**src/rtl/pipe_reg_pkg.sv**
```systemverilog
// pipe_reg_pkg: shared types and constants for the pipe_reg skid buffer.
// Holds the 2-bit FSM state encoding and the default payload width.
// No logic; imported by pipe_reg and pipe_reg_bank.
package pipe_reg_pkg;

  localparam int PIPE_REG_DEFAULT_WIDTH = 16;

  // EMPTY: nothing held; BUSY: main register valid; FULL: main and skid valid.
  typedef enum logic [1:0] {
    ST_EMPTY = 2'd0,
    ST_BUSY  = 2'd1,
    ST_FULL  = 2'd2
  } state_t;

endpackage : pipe_reg_pkg

```
**src/rtl/pipe_reg_bank.sv**
```systemverilog
// pipe_reg_bank: WIDTH-bit data register with load enable.
// Latency: 1 cycle from i_load to o_q; holds o_q when i_load is low.
// Backpressure: none, the parent decides when to load.
// Ports: clk, rst (async active-low, loads RESET_VAL), i_load, i_d, o_q.
module pipe_reg_bank
  import pipe_reg_pkg::*;
#(
  parameter int               WIDTH     = PIPE_REG_DEFAULT_WIDTH,
  parameter logic [WIDTH-1:0] RESET_VAL = '0
) (
  input  logic             clk,
  input  logic             rst,
  input  logic             i_load,
  input  logic [WIDTH-1:0] i_d,
  output logic [WIDTH-1:0] o_q
);

  logic [WIDTH-1:0] r_q;

  always_ff @(posedge clk or negedge rst) begin
    if (!rst) begin
      r_q <= RESET_VAL;
    end else if (i_load) begin
      r_q <= i_d;
    end
  end

  assign o_q = r_q;

endmodule : pipe_reg_bank

```
**src/rtl/pipe_reg.sv**
```systemverilog
// pipe_reg: 2-entry valid/ready skid buffer (main + skid register), flushable.
// Latency: 1 cycle accept-to-out_valid; full throughput when streaming.
// Backpressure: in_ready is a flop, low only in FULL; out_data stable while stalled.
// Ports: clk, rst (async active-low), in_valid/in_ready/in_data (upstream),
//        out_valid/out_ready/out_data (downstream), flush (sync squash),
//        err (X/Z on held state; live only when PIPE_REG_XCHECK_EN is defined,
//        otherwise tied low).
module pipe_reg
  import pipe_reg_pkg::*;
#(
  parameter int               WIDTH     = PIPE_REG_DEFAULT_WIDTH,
  parameter logic [WIDTH-1:0] RESET_VAL = '0
) (
  input  logic             clk,
  input  logic             rst,
  input  logic             in_valid,
  output logic             in_ready,
  input  logic [WIDTH-1:0] in_data,
  output logic             out_valid,
  input  logic             out_ready,
  output logic [WIDTH-1:0] out_data,
  input  logic             flush,
  output logic             err
);

  state_t           r_state;
  state_t           w_next_state;
  logic             r_in_ready;
  logic             r_out_valid;
  logic             w_in_xfer;
  logic             w_out_xfer;
  logic             w_load_main;
  logic             w_load_skid;
  logic [WIDTH-1:0] w_main_d;
  logic [WIDTH-1:0] w_main_q;
  logic [WIDTH-1:0] w_skid_q;

  assign w_in_xfer  = in_valid & r_in_ready;
  assign w_out_xfer = r_out_valid & out_ready;

  always_comb begin
    w_next_state = r_state;
    w_load_main  = 1'b0;
    w_load_skid  = 1'b0;
    case (r_state)
      ST_EMPTY: begin
        if (w_in_xfer) begin
          w_next_state = ST_BUSY;
          w_load_main  = 1'b1;
        end
      end
      ST_BUSY: begin
        if (w_in_xfer && w_out_xfer) begin
          w_load_main = 1'b1;
        end else if (w_in_xfer) begin
          w_next_state = ST_FULL;
          w_load_skid  = 1'b1;
        end else if (w_out_xfer) begin
          w_next_state = ST_EMPTY;
        end
      end
      ST_FULL: begin
        // in_ready is low here, so only the drain path can fire.
        if (w_out_xfer) begin
          w_next_state = ST_BUSY;
          w_load_main  = 1'b1;
        end
      end
      default: w_next_state = ST_EMPTY;
    endcase
    // Flush discards any same-cycle accept; the data registers keep their
    // contents but become invisible once the state is EMPTY.
    if (flush) begin
      w_next_state = ST_EMPTY;
      w_load_main  = 1'b0;
      w_load_skid  = 1'b0;
    end
  end

  // Main is refilled from skid when draining FULL, otherwise from upstream.
  assign w_main_d = (r_state == ST_FULL) ? w_skid_q : in_data;

  // Handshake outputs are registered copies of the next state so that both
  // come straight from flops; in_ready stays low in reset and rises on the
  // first edge after release.
  always_ff @(posedge clk or negedge rst) begin
    if (!rst) begin
      r_state     <= ST_EMPTY;
      r_in_ready  <= 1'b0;
      r_out_valid <= 1'b0;
    end else begin
      r_state     <= w_next_state;
      r_in_ready  <= (w_next_state != ST_FULL);
      r_out_valid <= (w_next_state != ST_EMPTY);
    end
  end

  pipe_reg_bank #(
    .WIDTH     (WIDTH),
    .RESET_VAL (RESET_VAL)
  ) u_main (
    .clk    (clk),
    .rst    (rst),
    .i_load (w_load_main),
    .i_d    (w_main_d),
    .o_q    (w_main_q)
  );

  pipe_reg_bank #(
    .WIDTH     (WIDTH),
    .RESET_VAL (RESET_VAL)
  ) u_skid (
    .clk    (clk),
    .rst    (rst),
    .i_load (w_load_skid),
    .i_d    (in_data),
    .o_q    (w_skid_q)
  );

  assign in_ready  = r_in_ready;
  assign out_valid = r_out_valid;
  assign out_data  = w_main_q;

`ifdef PIPE_REG_XCHECK_EN
  // Only entries that are currently valid are inspected; stale register
  // contents after a drain or flush are allowed to be anything.
  logic r_err;

  always_ff @(posedge clk or negedge rst) begin
    if (!rst) begin
      r_err <= 1'b0;
    end else begin
      r_err <= $isunknown(r_state) | $isunknown(r_in_ready) | $isunknown(r_out_valid)
             | (r_out_valid & $isunknown(w_main_q))
             | ((r_state == ST_FULL) & $isunknown(w_skid_q));
    end
  end

  assign err = r_err;
`else
  assign err = 1'b0;
`endif

endmodule : pipe_reg

```
**config.mk**
```make
export PLATFORM = sky130hd
export DESIGN_NAME = pipe_reg
export DESIGN_NICKNAME = d
export VERILOG_FILES = /design/src/rtl/pipe_reg_pkg.sv /design/src/rtl/pipe_reg_bank.sv /design/src/rtl/pipe_reg.sv
export SDC_FILE = /design/constraint.sdc
export NUM_CORES = 1
export LEC_CHECK = 0
export CAP_MARGIN = 20
export CELL_PAD_IN_SITES_DETAIL_PLACEMENT = 1
export CELL_PAD_IN_SITES_GLOBAL_PLACEMENT = 1
export CORE_ASPECT_RATIO = 1.4
export CORE_MARGIN = 5
export CORE_UTILIZATION = 30
export CTS_CLUSTER_DIAMETER = 60
export DETAILED_ROUTE_END_ITERATION = 16
export PLACE_DENSITY = 0.65
export REMOVE_ABC_BUFFERS = 1
export SLEW_MARGIN = 20
export SYNTH_ARGS = -nofsm -noshare
export SYNTH_HDL_FRONTEND = slang
export SYNTH_SLANG_ARGS = --single-unit
```
**constraint.sdc**
```tcl
create_clock -name clk -period 1.8 [get_ports clk]
set_input_delay 0.45 -clock clk [delete_from_list [all_inputs] [get_ports clk]]
set_output_delay 0.45 -clock clk [all_outputs]
set_load 0.05 [all_outputs]
```
-- Yosys cells after proc, flatten, opt, wreduce, memory -nomap -nowiden
Index checks and enable logic that the tools add are counted.
- latch bits: 0
- register bits after elaboration: 36
- bits in read-only memories: 0
- input bits: 21
- memory bits (writable): 0
- output and inout bits: 19
- memories kept: 0
- logic and storage cells: 29
- reductions and logical operators: 3
- muxes and demuxes: 16
- bitwise operators: 2
- add/sub/neg operators: 0
- div/mod/pow operators: 0
- shifts and indexed selects: 0
- order comparisons: 0
- eq/ne operators: 3
- multipliers: 0
- operators with widths (operator ; number):
    2-to-1 mux 16 bit ; 1
    2-to-1 mux 2 bit ; 6
    2-to-1 mux 1 bit ; 7
    one-hot mux 2 bit (3 select lines) ; 1
    one-hot mux 1 bit (3 select lines) ; 1
    AND 1 bit ; 2
    == test 2 x 1 -> 1 bit (second input constant) ; 1
    == test 2 bit (second input constant) ; 1
    logical NOT 2 bit ; 1
    inequality test 2 bit (second input constant) ; 1
    nonzero test 2 bit ; 1
    logical AND 1 bit ; 1

-- Depth between registers and ports, before layout
Gate-level depths: netlist of the first run.
- depth in word-level cells: 7
- mapped depth: 5

-- Hierarchy
From an unflattened synthesis of the first run, not the netlist that was laid out.
- cell total of the unflattened synthesis: 111
- area total of the unflattened synthesis: 1798.0 µm²
- by module, submodules not included (module ; area an instance (µm²) ; times used ; cells an instance ; seq. area each (µm²)):
    pipe_reg_bank ; 649.4 ; 2 ; 34 ; 400.4
    pipe_reg ; 499.2 ; 1 ; 43 ; 100.1

-- Worst setup path before layout of the first run
Ideal clock, no wire load.
- kind: register -> register
- start point: register r_in_ready, in the netlist in_ready
- end point: register u_main.r_q[10], in the netlist u_main.o_q[10]
- setup slack: -0.042 ns
- required time: 1.675 ns
- arrival time: 1.717 ns
- path buffers: 1
- stages on the path, launching flop included: 5
- path through: dfrtp_1 -> nand3b_4 -> a211oi_4 -> buf_12 -> mux2_4
- longest elaborated chain between the ends: 5
- ends and longest elaborated chain (what ; RTL line ; source):
    start, declared ; pipe_reg.sv:28 ; logic r_in_ready;
    start signal, assigned ; pipe_reg.sv:93 ; r_in_ready <= (w_next_state != ST_FULL);
    AND 1 bit (*) ; pipe_reg.sv:38 ; assign w_in_xfer = in_valid & r_in_ready;
    logical AND 1 bit ; pipe_reg.sv:53 ; if (w_in_xfer && w_out_xfer) begin
    2-to-1 mux 1 bit ; pipe_reg.sv:53 ;
    one-hot mux 1 bit (3 select lines) (*) ; pipe_reg.sv:45 ; case (r_state)
    2-to-1 mux 1 bit (*) ; pipe_reg.sv:73 ; if (flush) begin
    end signal, assigned ; pipe_reg_bank.sv:24 ; r_q <= i_d;
    end, declared ; pipe_reg_bank.sv:18 ; logic [WIDTH-1:0] r_q;
Every way passes the cells marked *; elsewhere a longest branch is shown, timed or not.
A chain may end at the register's enable or synchronous reset.

-- Worst setup path after layout of the first run
- start point: input port in_valid
- end point: register u_main.r_q[3], in the netlist u_main.o_q[3]
- longest elaborated chain between the ends: 5
- ends and longest elaborated chain (what ; RTL line ; source):
    start, declared ; pipe_reg.sv:16 ; input logic in_valid,
    AND 1 bit (*) ; pipe_reg.sv:38 ;
    logical AND 1 bit ; pipe_reg.sv:53 ;
    2-to-1 mux 1 bit ; pipe_reg.sv:53 ;
    one-hot mux 1 bit (3 select lines) (*) ; pipe_reg.sv:45 ;
    2-to-1 mux 1 bit (*) ; pipe_reg.sv:73 ;
Marks and branches as above.

==> results of run 1 <==
-- worst paths after layout --
path                                                start                   endpoint  slack, ns
worst max-delay path                             in_valid  u_main.o_q[3]$_DFFE_PN0P_       0.03
min in group clk                u_skid.o_q[6]$_DFFE_PN0P_  u_skid.o_q[6]$_DFFE_PN0P_       0.50
worst min register to register  u_skid.o_q[6]$_DFFE_PN0P_  u_skid.o_q[6]$_DFFE_PN0P_       0.50
worst min-delay path                                  rst  u_main.o_q[0]$_DFFE_PN0P_       0.19
worst max register to register       r_state[0]$_DFF_PN0_  u_main.o_q[3]$_DFFE_PN0P_       0.18
max in group asynchronous                             rst  u_main.o_q[1]$_DFFE_PN0P_       1.29
-- final cells by class --
cell class / instances / area [um^2] / share of cell area
Tap cell: 68 / 85.1 / 0.0384
Clock inverter: 3 / 18.8 / 0.00847
Timing Repair Buffer: 47 / 423 / 0.191
Multi-Input combinational cell: 65 / 719 / 0.325
Clock buffer: 5 / 68.8 / 0.0311
Sequential cell: 36 / 901 / 0.407
-- power by group --
part	internal, mW	switching, mW	total, mW
combinational	0.569	0.738	1.31
sequential	1.12	0.175	1.30
clock	0.269	0.292	0.562
total	1.96	1.21	3.17
-- cells in the mapped netlist --
cell / count / area share
sky130_fd_sc_hd__a211oi_4: 1 / 0.012
sky130_fd_sc_hd__a21o_2: 1 / 0.0053
sky130_fd_sc_hd__a21oi_1: 1 / 0.0030
sky130_fd_sc_hd__a2bb2oi_2: 1 / 0.0090
sky130_fd_sc_hd__and2_1: 2 / 0.0075
sky130_fd_sc_hd__buf_12: 1 / 0.012
sky130_fd_sc_hd__buf_2: 2 / 0.0060
sky130_fd_sc_hd__buf_4: 1 / 0.0045
sky130_fd_sc_hd__buf_6: 1 / 0.0068
sky130_fd_sc_hd__conb_1: 1 / 0.0023
sky130_fd_sc_hd__dfrtp_1: 36 / 0.54
sky130_fd_sc_hd__mux2_1: 10 / 0.068
sky130_fd_sc_hd__mux2_2: 28 / 0.19
sky130_fd_sc_hd__mux2_4: 10 / 0.090
sky130_fd_sc_hd__nand2_1: 3 / 0.0068
sky130_fd_sc_hd__nand2b_1: 1 / 0.0038
sky130_fd_sc_hd__nand3b_4: 1 / 0.012
sky130_fd_sc_hd__nand4_2: 1 / 0.0075
sky130_fd_sc_hd__nand4b_1: 1 / 0.0053
sky130_fd_sc_hd__nor2_1: 1 / 0.0023
sky130_fd_sc_hd__nor2b_1: 1 / 0.0038
sky130_fd_sc_hd__o21ai_0: 1 / 0.0030
-- stage by stage --
step / TNS, ns / utilization
after global placement: -4.28 / 0.391
final: 0 / 0.407
after detailed placement: -5.24 / 0.391
after CTS: 0 / 0.407
after floorplan: -3.72 / -
after global routing: 0 / 0.407
-- layer usage --
layer / vias up / GRT usage / part of all wire
met3: 7 / 0.0340 / 0.054
li1: 472 / - / -
met5: - / 0 / 0
met1: 530 / 0.118 / 0.41
met4: 0 / 0.0384 / 0.013
met2: 25 / 0.179 / 0.52
-- sequential cells by signal, summed over array words and instances (netlist names) --
signal	count
in_ready	1
r_state	2
out_valid	1
u_main.o_q	16
u_skid.o_q	16
-- kinds of logic after synthesis --
| family | synth area share |
|---|---|
| AO/OA/AOI/OAI | 0.0323 |
| other | 0.00225 |
| AND/OR/NAND/NOR | 0.0488 |
| buffers and inverters | 0.0293 |
| flip-flops | 0.541 |
| multiplexers | 0.347 |
-- critical path, delay by kind of cell --
| family | cells | cell delay, ns |
|---|---|---|
| AND/OR/NAND/NOR | 1 | 0.11 |
| buffers and inverters | 2 | 0.77 |
| multiplexers | 1 | 0.35 |
| AO/OA/AOI/OAI | 1 | 0.25 |
==> metrics.log, run 1 <==
INFO  metric placeableCoreArea = 5450 um^2
INFO  metric postCtsResizedCells = 0
INFO  metric finalMaxSlewViolations = 0
INFO  metric grt_first_pass_wirelength = 5800 um
INFO  metric drv.max_cap_violation_count = 0
INFO  metric track_usage = 0.104
INFO  metric clk_pin_slew = 0.08 ns
INFO  metric placementRows = 32
INFO  metric floorplan.die.height = 98.2 um
INFO  metric grt_overflow = 0
INFO  metric clock.fmax = 566 MHz
INFO  metric die_area = 7170 um^2
INFO  metric worstRegToRegCells = 4
INFO  metric clkSinkCount = 36
INFO  metric detailed_place.area = 2130 um^2
INFO  metric drt_pass1_iterations = 4
INFO  metric synth.lib_cells_used.distinct = 22
INFO  metric port_buffers = 38
INFO  metric tritoncts_clock_tree = built
INFO  metric post-route-period-util = 0.982
INFO  metric ys.warnings.count = 0
INFO  metric cts-buffers-inserted = 5
INFO  metric synth_sequential_area_ratio = 0.541
INFO  metric final_design_area_no_fill = 2220 um^2
INFO  metric cts.root.buffer_cell = sky130_fd_sc_hd__clkbuf_8
INFO  metric cp_slowest_stage_delay = 0.53 ns
INFO  metric worstPathCellList = clkdlybuf4s50_1, nand3b_4, a211oi_4, buf_4, mux2_2
INFO  metric end_kind = flip-flop
INFO  metric critPathMaxFanout = 9
INFO  metric wl_per_cell = 15.6 um
INFO  metric final-setup-viol-count = 0
INFO  metric clock_latency_reported_for_the_late_side_of_the_worst_skew_pair = 0.29 ns
INFO  metric postSynthRegisterBits = 36
INFO  metric post_route_cells_drive_above_1_share = 0.513
INFO  metric cp-start-kind = input port
INFO  metric stdcell_count = 224
INFO  metric run_status = finished clean
INFO  metric period_minus_slack = 1.77 ns
INFO  metric grt_pass1_vias = 1200
INFO  metric vias_per_cell = 4.62
INFO  metric worst_endpoint_data_arrival_time = 1.94 ns
INFO  metric antenna_found_initial = 0
INFO  metric via_count = 1034
INFO  metric cpMaxStageDelayCell = sky130_fd_sc_hd__clkdlybuf4s50_1
INFO  metric synthesis.instances = 106
INFO  metric mostFrequentLayoutCells = 36 x sky130_fd_sc_hd__dfrtp_1, 28 x sky130_fd_sc_hd__mux2_2, 25 x sky130_fd_sc_hd__buf_4
INFO  metric floorplan.initialDensity = 0.306
INFO  metric cts-hold-fix-buffers = 0
INFO  metric ios = 40
INFO  metric worst_slack = 0.0332 ns
INFO  metric area.growth.synth_to_final = 33.0%
INFO  metric final_hold_viol_count = 0
INFO  metric drcViolationCount = 0
INFO  metric fillerInstances = 584
INFO  metric detail-route-antenna-nets = 0
INFO  metric hold-worst-slack = 0.193 ns
INFO  metric leakage = 0.975 nW
INFO  metric wl = 3490 um
INFO  metric final_common_cell = sky130_fd_sc_hd__dfrtp_1
INFO  metric hold_class = in2async
INFO  metric htree_num_levels = 2
INFO  metric place.gp.congestion = 0.820
INFO  metric floorplan.die.width = 73.0 um
INFO  metric irDropWorstVdd = 0.667 mV
INFO  metric cts.repair_timing.setup_buffer_count = 0
INFO  metric total_power = 3.17 mW
INFO  metric grt_setup_unrepaired = no
INFO  metric grt_start_max_net_pins = 37
INFO  metric dp_cells = 216
INFO  metric power_density = 1430 nW/um^2
INFO  metric antenna-diode-count = 0
INFO  metric synth_area_per_cell = 15.7 um^2
INFO  metric preCtsSetupSlack = -0.277 ns
INFO  metric detailed_place_hpwl = 2600 um
INFO  metric worst_setup_path_category = in2reg
INFO  metric crit_required = 1.97 ns
INFO  metric nNetsFinal = 176
INFO  metric cts-root-to-sink-buffers = 2
INFO  metric syn-cell-area = 1670 um^2
INFO  metric drt_iter0_markers = 17
INFO  metric finClkSkew = 0.0115 ns
No activity file was read; power rests on OpenSTA's default activity.
==> inputs of run 2 (changes only) <==
CORE_MARGIN = 4   (was 5)
SKIP_CTS_REPAIR_TIMING = 1   (was default)
==> metrics.log, run 2 (same netlist as run 1, synthesis figures left out) <==
INFO  metric floorplan.die.width = 71.0 um
INFO  metric track_usage = 0.116
INFO  metric ios = 40
INFO  metric drcViolationCount = 0
INFO  metric switching_share = 0.362
INFO  metric via_count = 1026
INFO  metric end_kind = flip-flop
INFO  metric worst-r2r-setup-slack = 0.18 ns
INFO  metric cts-buffers-inserted = 5
INFO  metric grt_start_max_net_pins = 14
INFO  metric place.gp.congestion = 0.854
INFO  metric final_hold_viol_count = 0
INFO  metric worst_endpoint_data_arrival_time = 1.92 ns
INFO  metric worstRegToRegCells = 4
INFO  metric post-route-period-util = 0.970
INFO  metric mostFrequentLayoutCells = 36 x sky130_fd_sc_hd__dfrtp_1, 28 x sky130_fd_sc_hd__mux2_2, 27 x sky130_fd_sc_hd__buf_4
INFO  metric proportion_of_power_drawn_by_flip_flops_and_latches = 0.397
INFO  metric final_common_cell = sky130_fd_sc_hd__dfrtp_1
INFO  metric final_core_utilization = 0.422
INFO  metric period_minus_slack = 1.75 ns
INFO  metric r2r-end = u_main.o_q[3]$_DFFE_PN0P_
INFO  metric drv.max_cap_violation_count = 0
INFO  metric drt_pass1_iterations = 4
INFO  metric cts.root.buffer_cell = sky130_fd_sc_hd__clkbuf_8
INFO  metric placementRows = 31
INFO  metric total_power = 3.30 mW
INFO  metric htree_num_levels = 2
INFO  metric vias_per_cell = 4.60
INFO  metric wl_per_cell = 16.2 um
INFO  metric critPathMaxFanout = 9
INFO  metric power_frac_clock = 0.208
INFO  metric grt_overflow = 0
INFO  metric net-switching-power = 1.20 mW
INFO  metric die_area = 6830 um^2
INFO  metric worst_setup_path_category = in2reg
INFO  metric floorplan.die.height = 96.2 um
INFO  metric power_density = 1480 nW/um^2
INFO  metric clock.fmax = 573 MHz
INFO  metric cellInternalPower = 2.10 mW
INFO  metric drt_iter0_markers = 35
INFO  metric final-setup-viol-count = 0
INFO  metric leakage = 0.984 nW
INFO  metric wl = 3620 um
INFO  metric grt_first_pass_wirelength = 6020 um
INFO  metric cts-root-to-sink-buffers = 2
INFO  metric nNetsFinal = 177
INFO  metric post_route_cells_drive_above_1_share = 0.510
INFO  metric antenna-diode-count = 0
INFO  metric placeableCoreArea = 5280 um^2
INFO  metric detail-route-antenna-nets = 0
INFO  metric grt_pass1_vias = 1162
INFO  metric clock_latency_reported_for_the_late_side_of_the_worst_skew_pair = 0.28 ns
INFO  metric port_buffers = 38
INFO  metric tritoncts_clock_tree = built
INFO  metric fin_setup_tns = 0 ns
INFO  metric antenna_found_initial = 0
INFO  metric irDropWorstVdd = 0.531 mV
INFO  metric critical_path.reg2reg.startpoint = r_state[0]$_DFF_PN0_
INFO  metric hold_class = in2async
INFO  metric area.growth.synth_to_final = 33.7%
INFO  metric p_comb_frac = 0.395
INFO  metric crit_required = 1.97 ns
INFO  metric clkSinkCount = 36
INFO  metric floorplan.initialDensity = 0.316
INFO  metric grt_setup_unrepaired = no
INFO  metric cp-start-kind = input port
INFO  metric fillerInstances = 571
INFO  metric run_status = finished clean
INFO  metric finalMaxSlewViolations = 0
INFO  metric finClkSkew = 0.00652 ns
INFO  metric clk_pin_slew = 0.07 ns
INFO  metric detailed_place_hpwl = 2830 um
==> run 2: cell count changes in the layout (fill, tap and decap cells not counted) <==
cell,previous run,this run
sky130_fd_sc_hd__clkbuf_1,0,1
sky130_fd_sc_hd__buf_4,25,27
sky130_fd_sc_hd__bufinv_16,0,1
sky130_fd_sc_hd__buf_12,2,1
sky130_fd_sc_hd__clkinv_2,2,1
sky130_fd_sc_hd__clkinv_4,1,0
==> run 2: power by group through the flow <==
stage / registers, mW / logic [mW] / clock network (mW)
floorplan: 1.76 / 0.429 / 0
finish: 1.31 / 1.30 / 0.688
detailed placement: 1.32 / 1.32 / 0
global route: 1.35 / 1.37 / 0.750
CTS: 1.31 / 1.32 / 0.711
global placement: 1.30 / 1.29 / 0
==> run 2: metal layers <==
layer | routed length, um | up-vias | share of wire | GRT usage
met3 | 174 | 6 | 0.048 | 0.0334
met4 | 72 | 0 | 0.020 | 0.0517
met5 | 0 | - | 0 | 0
met1 | 1370 | 521 | 0.38 | 0.133
met2 | 2000 | 23 | 0.55 | 0.200
li1 | - | 476 | - | -
==> run 2: critical path, cell delays in order <==
cell	delay (ns)
sky130_fd_sc_hd__clkdlybuf4s50_1	0.52
sky130_fd_sc_hd__nand3b_4	0.10
sky130_fd_sc_hd__a211oi_4	0.25
sky130_fd_sc_hd__buf_4	0.23
sky130_fd_sc_hd__mux2_2	0.35
==> run 2: worst max path at each step <==
| stage | depth (start not counted) | to | startpoint |
|---|---|---|---|
| 2_1_floorplan | 3 | u_main.o_q[0]$_DFFE_PN0P_ | in_ready$_DFF_PN0_ |
| 3_3_place_gp | 5 | u_main.o_q[1]$_DFFE_PN0P_ | in_valid |
| 5_1_grt | 5 | u_main.o_q[5]$_DFFE_PN0P_ | in_valid |
| 6_report | 5 | u_main.o_q[3]$_DFFE_PN0P_ | in_valid |
| 3_5_place_dp | 5 | u_main.o_q[3]$_DFFE_PN0P_ | in_valid |
| 4_1_cts | 5 | u_main.o_q[3]$_DFFE_PN0P_ | in_valid |
==> run 2: area by class of cell <==
| cell class | count | area, um^2 | share of cell area |
|---|---|---|---|
| Multi-Input combinational cell | 65 | 719 | 0.323 |
| Timing Repair Buffer | 48 | 418 | 0.188 |
| Sequential cell | 36 | 901 | 0.404 |
| Clock buffer | 6 | 72.6 | 0.0326 |
| Tap cell | 66 | 82.6 | 0.0371 |
| Clock inverter | 2 | 35.0 | 0.0157 |
==> run 2: through the flow <==
step | instance area, um^2 | worst slack [ns] | std cells | hold WS [ns]
6_report | 2230 | 0.0546 | 223 | 0.0323
5_1_grt | 2230 | 0.00943 | 223 | 0.0407
4_1_cts | 2230 | 0.0475 | 223 | 0.0296
3_5_place_dp | 2120 | -0.260 | 215 | 0.340
3_3_place_gp | 2120 | -0.221 | 215 | 0.327
2_1_floorplan | 1620 | -0.268 | 101 | 0.154
==> inputs of run 3 (changes only) <==
DONT_BUFFER_PORTS = 1   (was default)
PLACE_DENSITY = 0.54   (was 0.65)
==> metrics.log, run 3 (same netlist as run 1, synthesis figures left out) <==
INFO  metric placeableCoreArea = 5280 um^2
INFO  metric drt_iter0_markers = 16
INFO  metric via_count = 901
INFO  metric worst_hold_path.num_cells = 2
INFO  metric antenna-diode-count = 0
INFO  metric cp-start-kind = flip-flop
INFO  metric period_minus_slack = 1.63 ns
INFO  metric worstRegToRegCells = 4
INFO  metric antenna_found_initial = 0
INFO  metric drv.max_cap_violation_count = 0
INFO  metric mostFrequentLayoutCells = 36 x sky130_fd_sc_hd__dfrtp_1, 28 x sky130_fd_sc_hd__mux2_2, 10 x sky130_fd_sc_hd__mux2_1, 10 x sky130_fd_sc_hd__mux2_4, 7 x sky130_fd_sc_hd__clkbuf_8
INFO  metric leakage = 0.823 nW
INFO  metric wl_met1 = 1160 um
INFO  metric area.growth.synth_to_final = 16.1%
INFO  metric nNetsFinal = 136
INFO  metric grt_start_max_net_pins = 37
INFO  metric floorplan.initialDensity = 0.316
INFO  metric floorplan.die.width = 71.0 um
INFO  metric detailed_place_hpwl = 2360 um
INFO  metric clock.fmax = 613 MHz
INFO  metric max_slew.worst_pin.slew = 0.502 ns
INFO  metric placementRows = 31
INFO  metric power_density = 1600 nW/um^2
INFO  metric clkSinkCount = 36
INFO  metric hold-worst-slack = 0.288 ns
INFO  metric final_hold_viol_count = 0
INFO  metric cts-root-to-sink-buffers = 2
INFO  metric grt_pass1_vias = 1025
INFO  metric post-route-period-util = 0.907
INFO  metric grt_first_pass_wirelength = 5380 um
INFO  metric hold_class = in2reg
INFO  metric detail-route-antenna-nets = 0
INFO  metric drcViolationCount = 0
INFO  metric dp_cells = 172
INFO  metric critPathMaxFanout = 10
INFO  metric post_route_cells_drive_above_1_share = 0.500
INFO  metric finalMaxSlewViolations = 0
INFO  metric met3_wirelength = 263 um
INFO  metric port_buffers = 0
INFO  metric worst_endpoint_data_arrival_time = 1.80 ns
INFO  metric ios = 40
INFO  metric crit_required = 1.96 ns
INFO  metric final_common_cell = sky130_fd_sc_hd__dfrtp_1
INFO  metric die_area = 6830 um^2
INFO  metric run_status = finished clean
INFO  metric wl_per_cell = 18.0 um
INFO  metric grt_overflow = 0
INFO  metric track_usage = 0.106
INFO  metric cts-buffers-inserted = 5
INFO  metric tritoncts_clock_tree = built
INFO  metric stdcell_count = 182
INFO  metric floorplan.die.height = 96.2 um
INFO  metric cts.root.buffer_cell = sky130_fd_sc_hd__clkbuf_8
INFO  metric vias_per_cell = 4.95
INFO  metric irDropWorstVdd = 0.561 mV
INFO  metric clock_latency_reported_for_the_late_side_of_the_worst_skew_pair = 0.28 ns
INFO  metric end_kind = flip-flop
INFO  metric worst_setup_path_category = reg2reg
INFO  metric final-setup-viol-count = 0
INFO  metric maxUsedRoutingLayer = met4
INFO  metric slew-limit-headroom = 0.666
INFO  metric drt_pass1_iterations = 2
INFO  metric place.gp.congestion = 0.681
INFO  metric htree_num_levels = 2
INFO  metric met2WireLength = 1820 um
INFO  metric clk_pin_slew = 0.06 ns
INFO  metric grt_setup_unrepaired = no
INFO  metric wl = 3290 um
INFO  metric finClkSkew = 0.00802 ns
-- run 3: cell type report --
type                            count  area [um^2]
Fill cell                         565         3340
Clock inverter                      1         30.0
Clock buffer                        7         96.3
Sequential cell                    36          901
Tap cell                           66         82.6
Multi-Input combinational cell     65          719
Timing Repair Buffer                7          105
-- run 3: worst max-delay path: stages (launching register included) --
cell and delay (ns):
sky130_fd_sc_hd__dfrtp_1 0.44, sky130_fd_sc_hd__nor2_1 0.21, sky130_fd_sc_hd__nand4_2 0.33, sky130_fd_sc_hd__buf_12 0.27, sky130_fd_sc_hd__mux2_2 0.27
-- run 3: power breakdown --
| part | internal [mW] | switching (mW) | total, mW | leakage, nW |
|---|---|---|---|---|
| sequential | 1.11 | 0.676 | 1.79 | 0.430 |
| combinational | 0.361 | 0.178 | 0.539 | 0.328 |
| clock | 0.489 | 0.280 | 0.769 | 0.0645 |
-- run 3: per-layer routing --
layer  global-route usage  vias to the layer above
met2                0.190                       26
met3               0.0439                        4
li1                     -                      397
met4               0.0517                        0
met5                    0                        -
met1                0.105                      474
-- run 3: per-stage QoR --
stage / area (um^2) / power [mW] / setup WS (ns) / TNS [ns] / utilization
detailed placement: 1780 / 2.35 / 0.166 / 0 / 0.337
global route: 1930 / 3.26 / 0.0699 / 0 / 0.367
finish: 1930 / 3.10 / 0.168 / 0 / 0.367
floorplan: 1620 / 2.19 / -0.268 / -3.72 / -
CTS: 1900 / 3.13 / 0.149 / 0 / 0.361
global placement: 1780 / 2.30 / 0.228 / 0 / 0.337
-- run 3: final timing paths --
| path | from | to | slack [ns] |
|---|---|---|---|
| min in group asynchronous | rst | u_main.o_q[3]$_DFFE_PN0P_ | 0.63 |
| min | flush | in_ready$_DFF_PN0_ | 0.29 |
| max in group asynchronous | rst | u_main.o_q[4]$_DFFE_PN0P_ | 0.99 |
| max | r_state[1]$_DFF_PN0_ | u_skid.o_q[5]$_DFFE_PN0P_ | 0.17 |
| min reg2reg | u_skid.o_q[2]$_DFFE_PN0P_ | u_skid.o_q[2]$_DFFE_PN0P_ | 0.51 |
| max reg2reg | r_state[1]$_DFF_PN0_ | u_skid.o_q[5]$_DFFE_PN0P_ | 0.17 |
